`src/rtl/systolic_gemm_pkg.sv`:
```
// Shared definitions for the systolic GEMM block: controller states and
// accumulator width derivation.
package systolic_gemm_pkg;

  typedef enum logic [1:0] {
    ST_IDLE  = 2'd0,
    ST_LOAD  = 2'd1,
    ST_FLUSH = 2'd2,
    ST_DRAIN = 2'd3
  } state_t;

  // Room for a full-width product plus 2^k_w accumulations without wrap.
  function automatic int unsigned acc_width(input int unsigned d_w, input int unsigned k_w);
    return 2 * d_w + k_w;
  endfunction

endpackage

```
`src/rtl/systolic_gemm_sa_pe.sv`:
```
// Systolic processing element: passes a rightward and b downward one cycle
// per hop and accumulates a*b whenever both arriving operands are valid.
module sa_pe #(
  parameter int unsigned D_W   = 8,
  parameter int unsigned ACC_W = 24
) (
  input  logic             clk,
  input  logic             rst,
  input  logic             clear,
  input  logic             signed_mode,
  input  logic [D_W-1:0]   a_in,
  input  logic             a_vld_in,
  input  logic [D_W-1:0]   b_in,
  input  logic             b_vld_in,
  output logic [D_W-1:0]   a_out,
  output logic             a_vld_out,
  output logic [D_W-1:0]   b_out,
  output logic             b_vld_out,
  output logic [ACC_W-1:0] acc
);

  logic [D_W-1:0]        a_q, a_d, b_q, b_d;
  logic                  a_vld_q, a_vld_d, b_vld_q, b_vld_d;
  logic [ACC_W-1:0]      acc_q, acc_d;
  logic signed [D_W:0]   a_ext, b_ext;
  logic signed [2*D_W+1:0] prod_s;
  logic [ACC_W-1:0]      prod;

  always_comb begin
    a_d     = a_in;
    a_vld_d = a_vld_in;
    b_d     = b_in;
    b_vld_d = b_vld_in;
    // One extra bit holds the sign in signed mode or a zero in unsigned mode,
    // so a single signed multiplier serves both.
    a_ext   = $signed({signed_mode & a_in[D_W-1], a_in});
    b_ext   = $signed({signed_mode & b_in[D_W-1], b_in});
    prod_s  = a_ext * b_ext;
    prod    = ACC_W'(prod_s);
    acc_d   = acc_q;
    if (clear) begin
      acc_d = '0;
    end else if (a_vld_in && b_vld_in) begin
      acc_d = acc_q + prod;
    end
  end

  always_ff @(posedge clk or posedge rst) begin
    if (rst) begin
      a_q     <= '0;
      a_vld_q <= 1'b0;
      b_q     <= '0;
      b_vld_q <= 1'b0;
      acc_q   <= '0;
    end else begin
      a_q     <= a_d;
      a_vld_q <= a_vld_d;
      b_q     <= b_d;
      b_vld_q <= b_vld_d;
      acc_q   <= acc_d;
    end
  end

  assign a_out     = a_q;
  assign a_vld_out = a_vld_q;
  assign b_out     = b_q;
  assign b_vld_out = b_vld_q;
  assign acc       = acc_q;

endmodule

```
`src/rtl/systolic_gemm.sv`:
```
// Output-stationary systolic GEMM: streams k-steps of A columns and B rows
// through a ROWS x COLS PE grid, then drains C one row per handshake.
module systolic_gemm
  import systolic_gemm_pkg::*;
#(
  parameter int unsigned D_W  = 8,
  parameter int unsigned ROWS = 2,
  parameter int unsigned COLS = 2,
  parameter int unsigned K_W  = 8,
  localparam int unsigned ACC_W = acc_width(D_W, K_W),
  localparam int unsigned ROW_W = (ROWS > 1) ? $clog2(ROWS) : 1
) (
  input  logic                  clk,
  input  logic                  rst,
  input  logic                  start,
  input  logic [K_W-1:0]        k_len,
  input  logic                  signed_mode,
  input  logic                  in_valid,
  output logic                  in_ready,
  input  logic [ROWS*D_W-1:0]   a_flat,
  input  logic [COLS*D_W-1:0]   b_flat,
  output logic                  out_valid,
  input  logic                  out_ready,
  output logic [COLS*ACC_W-1:0] out_data,
  output logic [ROW_W-1:0]      out_row,
  output logic                  busy,
  output logic                  done
);

  localparam int unsigned FL_W = $clog2(ROWS + COLS + 1);

  state_t           state_q, state_d;
  logic [K_W-1:0]   k_len_q, k_len_d;
  logic [K_W-1:0]   step_q, step_d;
  logic             mode_q, mode_d;
  logic [FL_W-1:0]  flush_q, flush_d;
  logic [ROW_W-1:0] row_q, row_d;
  logic             done_q, done_d;
  logic             clear;

  logic             inj_v;
  logic [D_W-1:0]   inj_a [ROWS];
  logic [D_W-1:0]   inj_b [COLS];
  logic [D_W-1:0]   a_lane [ROWS];
  logic             av_lane [ROWS];
  logic [D_W-1:0]   b_lane [COLS];
  logic             bv_lane [COLS];

  logic [D_W-1:0]   a_h  [ROWS][COLS];
  logic             av_h [ROWS][COLS];
  logic [D_W-1:0]   b_v  [ROWS][COLS];
  logic             bv_v [ROWS][COLS];
  logic [ACC_W-1:0] acc  [ROWS][COLS];
  logic             unused_edge;

  always_comb begin
    state_d = state_q;
    k_len_d = k_len_q;
    step_d  = step_q;
    mode_d  = mode_q;
    flush_d = flush_q;
    row_d   = row_q;
    done_d  = 1'b0;
    clear   = 1'b0;
    case (state_q)
      ST_IDLE: begin
        if (start) begin
          clear   = 1'b1;
          k_len_d = k_len;
          mode_d  = signed_mode;
          step_d  = '0;
          flush_d = '0;
          state_d = (k_len == '0) ? ST_FLUSH : ST_LOAD;
        end
      end
      ST_LOAD: begin
        if (in_valid) begin
          step_d = step_q + 1'b1;
          if (step_q == k_len_q - 1'b1) begin
            state_d = ST_FLUSH;
          end
        end
      end
      ST_FLUSH: begin
        if (flush_q == FL_W'(ROWS + COLS - 1)) begin
          state_d = ST_DRAIN;
          flush_d = '0;
          row_d   = '0;
        end else begin
          flush_d = flush_q + 1'b1;
        end
      end
      ST_DRAIN: begin
        if (out_ready) begin
          if (row_q == ROW_W'(ROWS - 1)) begin
            state_d = ST_IDLE;
            row_d   = '0;
            done_d  = 1'b1;
          end else begin
            row_d = row_q + 1'b1;
          end
        end
      end
      default: state_d = ST_IDLE;
    endcase
  end

  always_ff @(posedge clk or posedge rst) begin
    if (rst) begin
      state_q <= ST_IDLE;
      k_len_q <= '0;
      step_q  <= '0;
      mode_q  <= 1'b0;
      flush_q <= '0;
      row_q   <= '0;
      done_q  <= 1'b0;
    end else begin
      state_q <= state_d;
      k_len_q <= k_len_d;
      step_q  <= step_d;
      mode_q  <= mode_d;
      flush_q <= flush_d;
      row_q   <= row_d;
      done_q  <= done_d;
    end
  end

  assign in_ready  = (state_q == ST_LOAD);
  assign out_valid = (state_q == ST_DRAIN);
  assign busy      = (state_q != ST_IDLE);
  assign done      = done_q;
  assign out_row   = row_q;
  assign inj_v     = in_ready & in_valid;

  // Idle cycles in LOAD (and all of FLUSH) inject zero-data bubbles.
  always_comb begin
    for (int unsigned r = 0; r < ROWS; r++) begin
      inj_a[r] = inj_v ? a_flat[r*D_W +: D_W] : '0;
    end
    for (int unsigned c = 0; c < COLS; c++) begin
      inj_b[c] = inj_v ? b_flat[c*D_W +: D_W] : '0;
    end
  end

  for (genvar r = 0; r < ROWS; r++) begin : g_a_lane
    if (r == 0) begin : g_nodly
      assign a_lane[r]  = inj_a[r];
      assign av_lane[r] = inj_v;
    end else begin : g_dly
      logic [D_W-1:0] d_q [r];
      logic [D_W-1:0] d_d [r];
      logic           v_q [r];
      logic           v_d [r];
      always_comb begin
        d_d[0] = inj_a[r];
        v_d[0] = inj_v;
        for (int unsigned i = 1; i < r; i++) begin
          d_d[i] = d_q[i-1];
          v_d[i] = v_q[i-1];
        end
      end
      always_ff @(posedge clk or posedge rst) begin
        if (rst) begin
          for (int unsigned i = 0; i < r; i++) begin
            d_q[i] <= '0;
            v_q[i] <= 1'b0;
          end
        end else begin
          for (int unsigned i = 0; i < r; i++) begin
            d_q[i] <= d_d[i];
            v_q[i] <= v_d[i];
          end
        end
      end
      assign a_lane[r]  = d_q[r-1];
      assign av_lane[r] = v_q[r-1];
    end
  end

  for (genvar c = 0; c < COLS; c++) begin : g_b_lane
    if (c == 0) begin : g_nodly
      assign b_lane[c]  = inj_b[c];
      assign bv_lane[c] = inj_v;
    end else begin : g_dly
      logic [D_W-1:0] d_q [c];
      logic [D_W-1:0] d_d [c];
      logic           v_q [c];
      logic           v_d [c];
      always_comb begin
        d_d[0] = inj_b[c];
        v_d[0] = inj_v;
        for (int unsigned i = 1; i < c; i++) begin
          d_d[i] = d_q[i-1];
          v_d[i] = v_q[i-1];
        end
      end
      always_ff @(posedge clk or posedge rst) begin
        if (rst) begin
          for (int unsigned i = 0; i < c; i++) begin
            d_q[i] <= '0;
            v_q[i] <= 1'b0;
          end
        end else begin
          for (int unsigned i = 0; i < c; i++) begin
            d_q[i] <= d_d[i];
            v_q[i] <= v_d[i];
          end
        end
      end
      assign b_lane[c]  = d_q[c-1];
      assign bv_lane[c] = v_q[c-1];
    end
  end

  for (genvar r = 0; r < ROWS; r++) begin : g_row
    for (genvar c = 0; c < COLS; c++) begin : g_col
      logic [D_W-1:0] a_src, b_src;
      logic           av_src, bv_src;
      if (c == 0) begin : g_a_edge
        assign a_src  = a_lane[r];
        assign av_src = av_lane[r];
      end else begin : g_a_int
        assign a_src  = a_h[r][c-1];
        assign av_src = av_h[r][c-1];
      end
      if (r == 0) begin : g_b_edge
        assign b_src  = b_lane[c];
        assign bv_src = bv_lane[c];
      end else begin : g_b_int
        assign b_src  = b_v[r-1][c];
        assign bv_src = bv_v[r-1][c];
      end
      sa_pe #(
        .D_W   (D_W),
        .ACC_W (ACC_W)
      ) u_pe (
        .clk         (clk),
        .rst         (rst),
        .clear       (clear),
        .signed_mode (mode_q),
        .a_in        (a_src),
        .a_vld_in    (av_src),
        .b_in        (b_src),
        .b_vld_in    (bv_src),
        .a_out       (a_h[r][c]),
        .a_vld_out   (av_h[r][c]),
        .b_out       (b_v[r][c]),
        .b_vld_out   (bv_v[r][c]),
        .acc         (acc[r][c])
      );
    end
  end

  // Operands leaving the right and bottom edges of the grid have no consumer.
  always_comb begin
    unused_edge = 1'b0;
    for (int unsigned r = 0; r < ROWS; r++) begin
      unused_edge = unused_edge ^ (^a_h[r][COLS-1]) ^ av_h[r][COLS-1];
    end
    for (int unsigned c = 0; c < COLS; c++) begin
      unused_edge = unused_edge ^ (^b_v[ROWS-1][c]) ^ bv_v[ROWS-1][c];
    end
  end

  always_comb begin
    out_data = '0;
    if (out_valid) begin
      for (int unsigned r = 0; r < ROWS; r++) begin
        if (row_q == ROW_W'(r)) begin
          for (int unsigned c = 0; c < COLS; c++) begin
            out_data[c*ACC_W +: ACC_W] = acc[r][c];
          end
        end
      end
    end
  end

endmodule

```
`config.mk`:
```
export PLATFORM = sky130hd
export DESIGN_NAME = systolic_gemm
export DESIGN_NICKNAME = d
export VERILOG_FILES = /design/src/rtl/systolic_gemm_pkg.sv /design/src/rtl/systolic_gemm_sa_pe.sv /design/src/rtl/systolic_gemm.sv
export SDC_FILE = /design/constraint.sdc
export NUM_CORES = 1
export LEC_CHECK = 0
export ABC_CLOCK_PERIOD_IN_PS = 12300
export CORE_MARGIN = 10
export CORE_UTILIZATION = 50
export DETAILED_ROUTE_END_ITERATION = 7
export HOLD_SLACK_MARGIN = 0.03
export PLACE_DENSITY = 0.73
export SKIP_LAST_GASP = 1
export SLEW_MARGIN = 20
export SYNTH_ARGS = -nofsm -noshare
export SYNTH_HDL_FRONTEND = slang
export SYNTH_HIERARCHICAL = 1
export SYNTH_SLANG_ARGS = --single-unit
```
`constraint.sdc`:
```
create_clock -name clk -period 12.3 [get_ports clk]
set_input_delay 1.23 -clock clk [delete_from_list [all_inputs] [get_ports clk]]
set_output_delay 1.23 -clock clk [all_outputs]
set_load 0.02 [all_outputs]
```
== After elaboration in Yosys (flattened, before gate mapping) ==
Cells that the tools add are included.
Widths: inputs -> output; s select.

* Bits in registers: 170
* Latch bits: 0
* Bits in writable memories: 0
* Memory bits (read-only): 0
* Bits of input ports: 46
* Output and inout bits: 53
* Logic and storage cells: 102
* Memories: 0

* $add $sub $neg: 8
* Multiply operators: 4
* Divide/modulo/power cells: 0
* Magnitude comparators: 0
* Eq/ne operators: 11
* Shift-type cells: 0
* Muxes and demuxes: 37
* Bitwise gates (word level): 9
* Reductions and logical operators: 14

{| class="wikitable"
|+ Operators with widths
! cell !! count
|-
| $mux 24 || 8
|-
| $add 24x24->24 || 4
|-
| $mux 48 || 2
|-
| $mul 9x9->18 || 4
|-
| $mux 8 || 6
|-
| $pmux 8 s2 || 1
|-
| $mux 2 || 7
|-
| $reduce_bool 2->1 || 7
|-
| $and 1x1->1 || 9
|-
| $add 8x1->8 const B || 1
|-
| $eq 8x8->1 || 1
|-
| $logic_not 8->1 || 1
|-
| $mux 1 || 8
|-
| $pmux 2 s4 || 1
|-
| $sub 8x1->8 const B || 1
|-
| $mux 3 || 2
|-
| $ne 2x1->1 const B || 3
|-
| $ne 2x2->1 const B || 3
|-
| $pmux 3 s2 || 1
|-
| $reduce_and 3->1 || 2
|-
| $reduce_and 6->1 || 1
|-
| $eq 2x2->1 const B || 2
|-
| $reduce_and 2->1 || 2
|-
| $add 3x1->3 const B || 1
|-
| 5 further kinds || 5
|}

== Longest topological paths before layout ==
Gate-level depths: netlist of the first run.

* Depth in word-level cells: 8
* Gate-level depth with buffers: 34

== Modules after synthesis ==
Netlist of the first run, hierarchy kept.

{| class="wikitable"
|+ Modules (own cells, without submodules)
! module !! instances !! cells each !! area an instance (µm²)
|-
| sa_pe at g_row[0].g_col[1].u_pe || 1 || 607 || 5614.1
|-
| sa_pe at g_row[1].g_col[1].u_pe || 1 || 618 || 5596.6
|-
| sa_pe at g_row[0].g_col[0].u_pe || 1 || 583 || 5459.0
|-
| sa_pe at g_row[1].g_col[0].u_pe || 1 || 578 || 5400.2
|-
| systolic_gemm || 1 || 318 || 2870.3
|}

== Worst setup path after synthesis of the first run ==
No wires, ideal clock.

* Path type: input port to flip-flop
* Start point: in in_valid
* End point: reg g_row[0].g_col[0].u_pe.acc_q[23]
* Data arrival time: 8.629 ns
* Required time: 12.220 ns
* Slack: 3.592 ns
* Stages: 31
* Cells stage by stage: clkbuf_1 -> clkbuf_1 -> and3_1 -> clkbuf_1 -> nand2_1 -> or2_2 -> fa_1 -> fa_1 -> inv_1 -> fa_1 -> fa_1 -> inv_1 -> fa_1 -> inv_1 -> ha_1 -> inv_1 -> o21bai_1 -> a21o_1 -> a21oi_1 -> o21ai_0 -> o41ai_1 -> xnor2_1 -> ha_1 -> a21o_1 -> a21o_1 -> a21o_2 -> a21o_2 -> o2111ai_1 -> a311oi_1 -> or4_1 -> a21oi_1

* Cells in the longest elaborated chain, start to end: 7
* Elaborated cells on any way between the ends: 10

{| class="wikitable"
|+ Ends and longest elaborated chain
! item !! RTL line !! text
|-
| start: declaration || systolic_gemm.sv:18 || <nowiki>input logic in_valid,</nowiki>
|-
| $and 1x1->1 (*) || systolic_gemm.sv:133 || <nowiki>assign inj_v = in_ready & in_valid;</nowiki>
|-
| $mux 8 (*) || systolic_gemm.sv:141 || <nowiki>inj_b[c] = inj_v ? b_flat[c*D_W +: D_W] : '0;</nowiki>
|-
| named net g_row[0].g_col[0].b_src[7] || systolic_gemm.sv:217 || <nowiki>logic [D_W-1:0] a_src, b_src;</nowiki>
|-
| $and 1x1->1 || systolic_gemm_sa_pe.sv:37 || <nowiki>b_ext = $signed({signed_mode & b_in[D_W-1], b_in});</nowiki>
|-
| $mul 9x9->18 (*) || systolic_gemm_sa_pe.sv:38 || <nowiki>prod_s = a_ext * b_ext;</nowiki>
|-
| $add 24x24->24 (*) || systolic_gemm_sa_pe.sv:44 || <nowiki>acc_d = acc_q + prod;</nowiki>
|-
| $mux 24 (*) || systolic_gemm_sa_pe.sv:43 || <nowiki>end else if (a_vld_in && b_vld_in) begin</nowiki>
|-
| $mux 24 (*) || systolic_gemm_sa_pe.sv:41 || <nowiki>if (clear) begin</nowiki>
|-
| end signal: assignment || systolic_gemm_sa_pe.sv:54 || <nowiki>acc_q <= '0;</nowiki>
|-
| end signal: assignment || systolic_gemm_sa_pe.sv:60 || <nowiki>acc_q <= acc_d;</nowiki>
|-
| end: declaration || systolic_gemm_sa_pe.sv:24 || <nowiki>logic [ACC_W-1:0] acc_q, acc_d;</nowiki>
|}

Mark *: on every way through the listed nets, which the timed path passes. The rest lies on a longest branch. The select of a mux whose other input is x is not followed.
A chain may end at the register's enable or synchronous reset.

== Final worst setup path of the first run ==
Ends and elaborated chain as after synthesis.

==> flow_summary.yaml, run 1 <==
clocking:
  clk_pin_slew_ns: 0.07
  clk_path_buf_depth: 2
  cts_tree: "yes"
  cts-root-buf: "clkbuf_16"
  htree_levels: 4
  clkLatencyLatePin_ns: 0.51
  cts_resized: 0
  clock-sinks: 173
  post-cts-setup-buffer-count: 0
  hold_buffers: 0
  numCtsBuffers: 17
detailed_routing:
  vias_per_cell: 5.61
  via_count: 18702
  antenna_left: 0
  drc_errors: 0
  detail_route.iter0.violations: 1052
  drt_pre_antenna_iters: 5
  wl_per_cell_um: 17.7
  totalWireLength_um: 59100
grt:
  grt_max_degree: 71
  antenna_found_initial: 1
  track_usage_pct: 21.2
  grt-ovfl-total: 0
  grt_pass1_wl_um: 98500
  first_global_vias: 19592
logic_synthesis:
  synthesis.instances: 2668
  ys.warnings.count: 6
  synth_fp_nets: 3250
  synth_area_per_cell_sq_um: 9.01
  syn_area_sq_mm: 0.0240
finish:
  fin_cells: 3334
  final_nets: 3288
  syn2layout_area_growth_pct: 8.54
  n_fill_cell: 4224
  utilization_pct: 54.8
  n_antenna_cell: 0
  drive_gt1_share_pct: 4.45
critical_path:
  rrSetupSlack_ns: 3.40
  slowest_delay_ns: 0.55
  crit_end: "g_row[0].g_col[0].u_pe/acc[23]"
  crit_start: "in_valid"
  slowest_stage: "fa_1"
  critPathKind: "in -> reg"
  cp.arrival_ns: 9.77
  timing.rr.start: "state_q[1]"
  endpoint_kind: "register"
  cp_common_cell: "fa_1"
  worst_r2r_endpoint: "g_row[0].g_col[0].u_pe/acc[23]"
  worstSetupStartpointType: "primary input"
  rr_worst_depth: 31
  cp.required_ns: 12.71
  worstPathMaxFanout: 38
place:
  hpwl_um: 47800
  port_buffers: 98
  dp_cells: 3302
  gp_congestion: 0.894
  place_ws_ns: 2.52
pwr:
  leakagePower_nw: 13.7
  p_per_area_mw_per_mm2: 98.8
  irDropWorstVdd_mv: 0.118
floorplan:
  num_rows: 80
  die_h_um: 239
  die_w_um: 239
  ios: 99
  die-area_sq_mm: 0.0573
  core_area_sq_mm: 0.0476
  initial_core_util_pct: 50.5
sta:
  period_needed_ns: 9.36
  finClkSkew_ns: 0.0222
  slew_headroom_pct: 30.9
  worst_slack_ns: 2.94
  timing.fmax_ghz: 0.107
  grt_setup_unrepaired: "false"
  setup_violations: 0
  period_share_pct: 76.1
  worst_slew_pin_slew_ns: 1.04
  final.setup.tns_ns: 0
  hold_viol_final: 0
  slew_viol_final: 0
job:
  maxCapViolCount: 0
run_status:
  status: "completed"
min_path:
  hold_path_class: "reg -> reg"
[sequential cells by signal (all words and copies together), names as in the netlist]
name / flops
g_b_lane.g_dly.v_q: 1
g_b_lane.g_dly.d_q: 8
step_q: 8
mode_q: 1
g_row.g_col.u_pe/b_out: 16
out_row: 1
g_row.g_col.u_pe/a_out: 16
state_q: 2
g_a_lane.g_dly.d_q: 8
g_row.g_col.u_pe/acc: 96
g_row.g_col.u_pe/a_vld_out: 2
g_row.g_col.u_pe/b_vld_out: 2
k_len_q: 8
done: 1
flush_q: 3
[how the worst min path moves through the flow]
| stage | slack, ns | to | depth (start not counted) | from |
|---|---|---|---|---|
| after CTS | 0.51 | flush_q[2] | 2 | flush_q[2] |
| after detailed placement | 0.49 | flush_q[2] | 2 | flush_q[2] |
| final | 0.51 | flush_q[2] | 2 | flush_q[2] |
| after floorplan | 0.35 | g_row[0].g_col[1].u_pe/b_out[0] | 0 | g_b_lane[1].g_dly.d_q[0] |
| after global routing | 0.53 | flush_q[2] | 2 | flush_q[2] |
| after global placement | 0.49 | flush_q[2] | 2 | flush_q[2] |
[cell type report]
| class | count | area [sq um] | share of cell area, % |
|---|---|---|---|
| timing repair buffer | 106 | 1040 | 3.99 |
| clock inverter | 14 | 139 | 0.532 |
| inverter | 392 | 1470 | 5.64 |
| sequential | 173 | 4330 | 16.6 |
| tap | 615 | 769 | 2.95 |
| multi-input combinational | 2016 | 17900 | 68.6 |
| clock buffer | 18 | 429 | 1.64 |
[routing by layer]
layer  GRT usage [%]  share of wire (%)  vias up  wire, um
met1            26.1                 42     9303     25000
met4            7.04                2.5        2      1490
met3            3.69                5.1      104      2990
li1                -                  -     8829         -
met5               0              0.022        -        13
met2            37.1                 50      464     29600
[worst max-delay path, delay by kind of cell]
kind / cells / cell delay, ns
buf+inv: 6 / 1.02
simple gates: 4 / 1.67
fa+ha+maj: 7 / 3.28
xor+xnor: 1 / 0.17
compound gates: 12 / 2.35
[power by group]
part	internal, mW	switching (mW)
clock	0.282	0.276
combinational	0.476	0.717
sequential	0.656	0.169
total	1.41	1.16
[placed cells by master, fill, tap and decap left out, drive strengths merged, types with 13 or more instances in the layout]
| cell | instances |
|---|---|
| and3 | 50 |
| clkdlybuf4s50 | 98 |
| clkbuf | 18 |
| xnor2 | 99 |
| nor3 | 29 |
| o21ai | 115 |
| or3 | 19 |
| a211oi | 29 |
| and2 | 152 |
| a21o | 45 |
| fa | 284 |
| a21oi | 125 |
| nand3b | 13 |
| a31oi | 14 |
| ha | 252 |
| dfrtp | 173 |
| o21a | 25 |
| xor2 | 50 |
| nor2 | 159 |
| nand2 | 288 |
| o21bai | 15 |
| nand3 | 41 |
| mux2i | 53 |
| inv | 394 |
| nand2b | 13 |
[stage by stage]
| stage | hold WS, ns | area (sq um) | total power [mW] |
|---|---|---|---|
| floorplan | 0.352 | 24000 | 1.68 |
| global placement | 0.487 | 25500 | 1.97 |
| detailed placement | 0.493 | 25500 | 2.02 |
| finish | 0.508 | 26100 | 2.58 |
| global route | 0.532 | 26100 | 2.77 |
| CTS | 0.510 | 26100 | 2.59 |
Note: power is estimated with default switching activity, not from simulation.
==> run 2: changes to the inputs <==
Settings changed: ABC_CLOCK_PERIOD_IN_PS 12300 to 9750.
Clock period 12.3 ns to 9.75 ns, I/O delays scaled along.
==> run 2 against run 1 <==
Against the previous run: worst hold slack gained 0.0043 ns; final area is 0.44% higher; clock skew barely moved; setup slack worse by 1.9 ns; clock power rose by 34%; core utilization grew 0.24 points; sequential cell count unchanged; register-to-register slack lost 2.1 ns; global-route usage grew 0.14 points; power up 28%; count of clock-buffer cells in the layout did not move.
==> flow_summary.yaml, run 2 (synthesis gave the netlist of run 1 again) <==
grt:
  grt_max_degree: 64
  use_met1_pct: 25.8
  track_usage_pct: 21.4
  grt_pass1_wl_um: 98800
  met2_usage_pct: 37.2
  met3_usage_pct: 3.94
  top_usage_layer: "met2"
  grt-ovfl-total: 0
  antenna_found_initial: 1
  first_global_vias: 19669
finish:
  final_nets: 3295
  drive_gt1_share_pct: 4.73
  final_area_sq_mm: 0.0262
  final_common_cell: "inv_1"
  largest_reg_flops: 96
  syn2layout_area_growth_pct: 9.01
  final_cell_mix: "inv_1 (386), nand2_1 (287), fa_1 (284), ha_1 (252), dfrtp_1 (172)"
  fin_cells: 3341
  n_antenna_cell: 0
job:
  maxCapViolCount: 0
clocking:
  post-cts-setup-buffer-count: 0
  htree_levels: 4
  clk_path_buf_depth: 2
  cts_resized: 0
  cts_tree: "yes"
  numCtsBuffers: 17
  clk_pin_slew_ns: 0.08
  clkLatencyLatePin_ns: 0.50
  clock-sinks: 173
  cts-root-buf: "clkbuf_16"
  hold_buffers: 0
floorplan:
  initial_core_util_pct: 50.5
  die_h_um: 239
  die_w_um: 239
  die-area_sq_mm: 0.0573
  num_rows: 80
  ios: 99
  core_area_sq_mm: 0.0476
sta:
  period_share_pct: 89.1
  slew_viol_final: 0
  period_needed_ns: 8.68
  worst_slew_pin_slew_ns: 1.07
  setup_violations: 0
  final.setup.tns_ns: 0
  finClkSkew_ns: 0.0219
  timing.fmax_ghz: 0.115
  hold_slack_ns: 0.512
  hold_viol_final: 0
  grt_setup_unrepaired: "false"
  slew_headroom_pct: 28.8
min_path:
  whs_path_depth: 0
  hold_path_class: "reg -> reg"
  hold_end: "g_row[1].g_col[0].u_pe/a_vld_out"
  min_from: "g_b_lane[1].g_dly.v_q"
critical_path:
  cp.required_ns: 10.17
  worst_r2r_endpoint: "g_row[0].g_col[0].u_pe/acc[23]"
  cp.arrival_ns: 9.10
  worstPathMaxFanout: 24
  slowest_delay_ns: 0.60
  worstSetupStartpointType: "primary input"
  endpoint_kind: "register"
  cp_common_cell: "fa_1"
  critPathKind: "in -> reg"
  rrSetupSlack_ns: 1.28
  slowest_stage: "clkdlybuf4s50_1"
  rr_worst_depth: 31
  timing.rr.start: "state_q[1]"
pwr:
  pwr-share-clk_pct: 22.7
  p_int_mw: 1.83
  power_frac_seq_pct: 32.1
  switching_share_pct: 44.5
  p_sw_mw: 1.47
  p_comb_share_pct: 45.2
  p_per_area_mw_per_mm2: 126
  leakagePower_nw: 13.8
  irDropWorstVdd_mv: 0.187
detailed_routing:
  drc_errors: 0
  drt_pre_antenna_iters: 5
  detail_route.iter0.violations: 1044
  via_count: 18665
  vias_per_cell: 5.59
  wl_per_cell_um: 17.7
  totalWireLength_um: 59200
  antenna_left: 0
run_status:
  status: "completed"
place:
  dp_cells: 3309
  gp_congestion: 0.901
  port_buffers: 98
  postPlaceCellArea_sq_mm: 0.0256
  hpwl_um: 48200
run 2: how the worst max path moves through the flow:
stage | to | cells after the start | start | slack [ns]
floorplan | g_row[0].g_col[0].u_pe/acc[23] | 33 | state_q[1] | 1.28
global placement | g_row[0].g_col[0].u_pe/acc[23] | 30 | in_valid | 0.80
detailed placement | g_row[0].g_col[0].u_pe/acc[23] | 30 | in_valid | 0.67
CTS | g_row[0].g_col[0].u_pe/acc[23] | 30 | in_valid | 1.16
global route | g_row[0].g_col[0].u_pe/acc[23] | 30 | in_valid | 0.60
finish | g_row[0].g_col[0].u_pe/acc[23] | 30 | in_valid | 1.07
run 2: routing by layer:
layer / vias up / share of wire, %
met1: 9312 / 42
li1: 8824 / -
met3: 90 / 4.8
met2: 437 / 50
met5: - / 0.012
met4: 2 / 2.8
run 2: through the flow:
| step | power [mW] | util (%) | setup slack, ns |
|---|---|---|---|
| floorplan | 2.12 | - | 1.28 |
| global placement | 2.50 | 53.7 | 0.796 |
| detailed placement | 2.55 | 53.7 | 0.674 |
| CTS | 3.31 | 55.0 | 1.16 |
| global route | 3.54 | 55.0 | 0.599 |
| finish | 3.30 | 55.0 | 1.07 |
run 2: worst max-delay path: cells and delay by family:
family | cells | cell delay [ns]
adder cells (fa/ha/maj) | 7 | 3.22
AO/OA/AOI/OAI | 12 | 2.38
buffers and inverters | 6 | 1.16
AND/OR/NAND/NOR | 4 | 1.16
XOR/XNOR | 1 | 0.17
run 2: power by group through the flow:
| stage | Combinational, mW | Clock, mW | Sequential [mW] |
|---|---|---|---|
| floorplan | 1.20 | 0 | 0.927 |
| global route | 1.67 | 0.787 | 1.08 |
| CTS | 1.50 | 0.763 | 1.05 |
| finish | 1.49 | 0.748 | 1.06 |
| global placement | 1.44 | 0 | 1.06 |
| detailed placement | 1.48 | 0 | 1.07 |
run 2: area by class of cell:
cell class | count | area (sq um)
well taps | 615 | 769
clock buffers | 18 | 439
flip-flops and latches | 173 | 4330
repair buffers | 113 | 1090
fillers | 4226 | 21400
clock inverters | 14 | 193
inverters | 392 | 1470
multi-input cells | 2016 | 17900
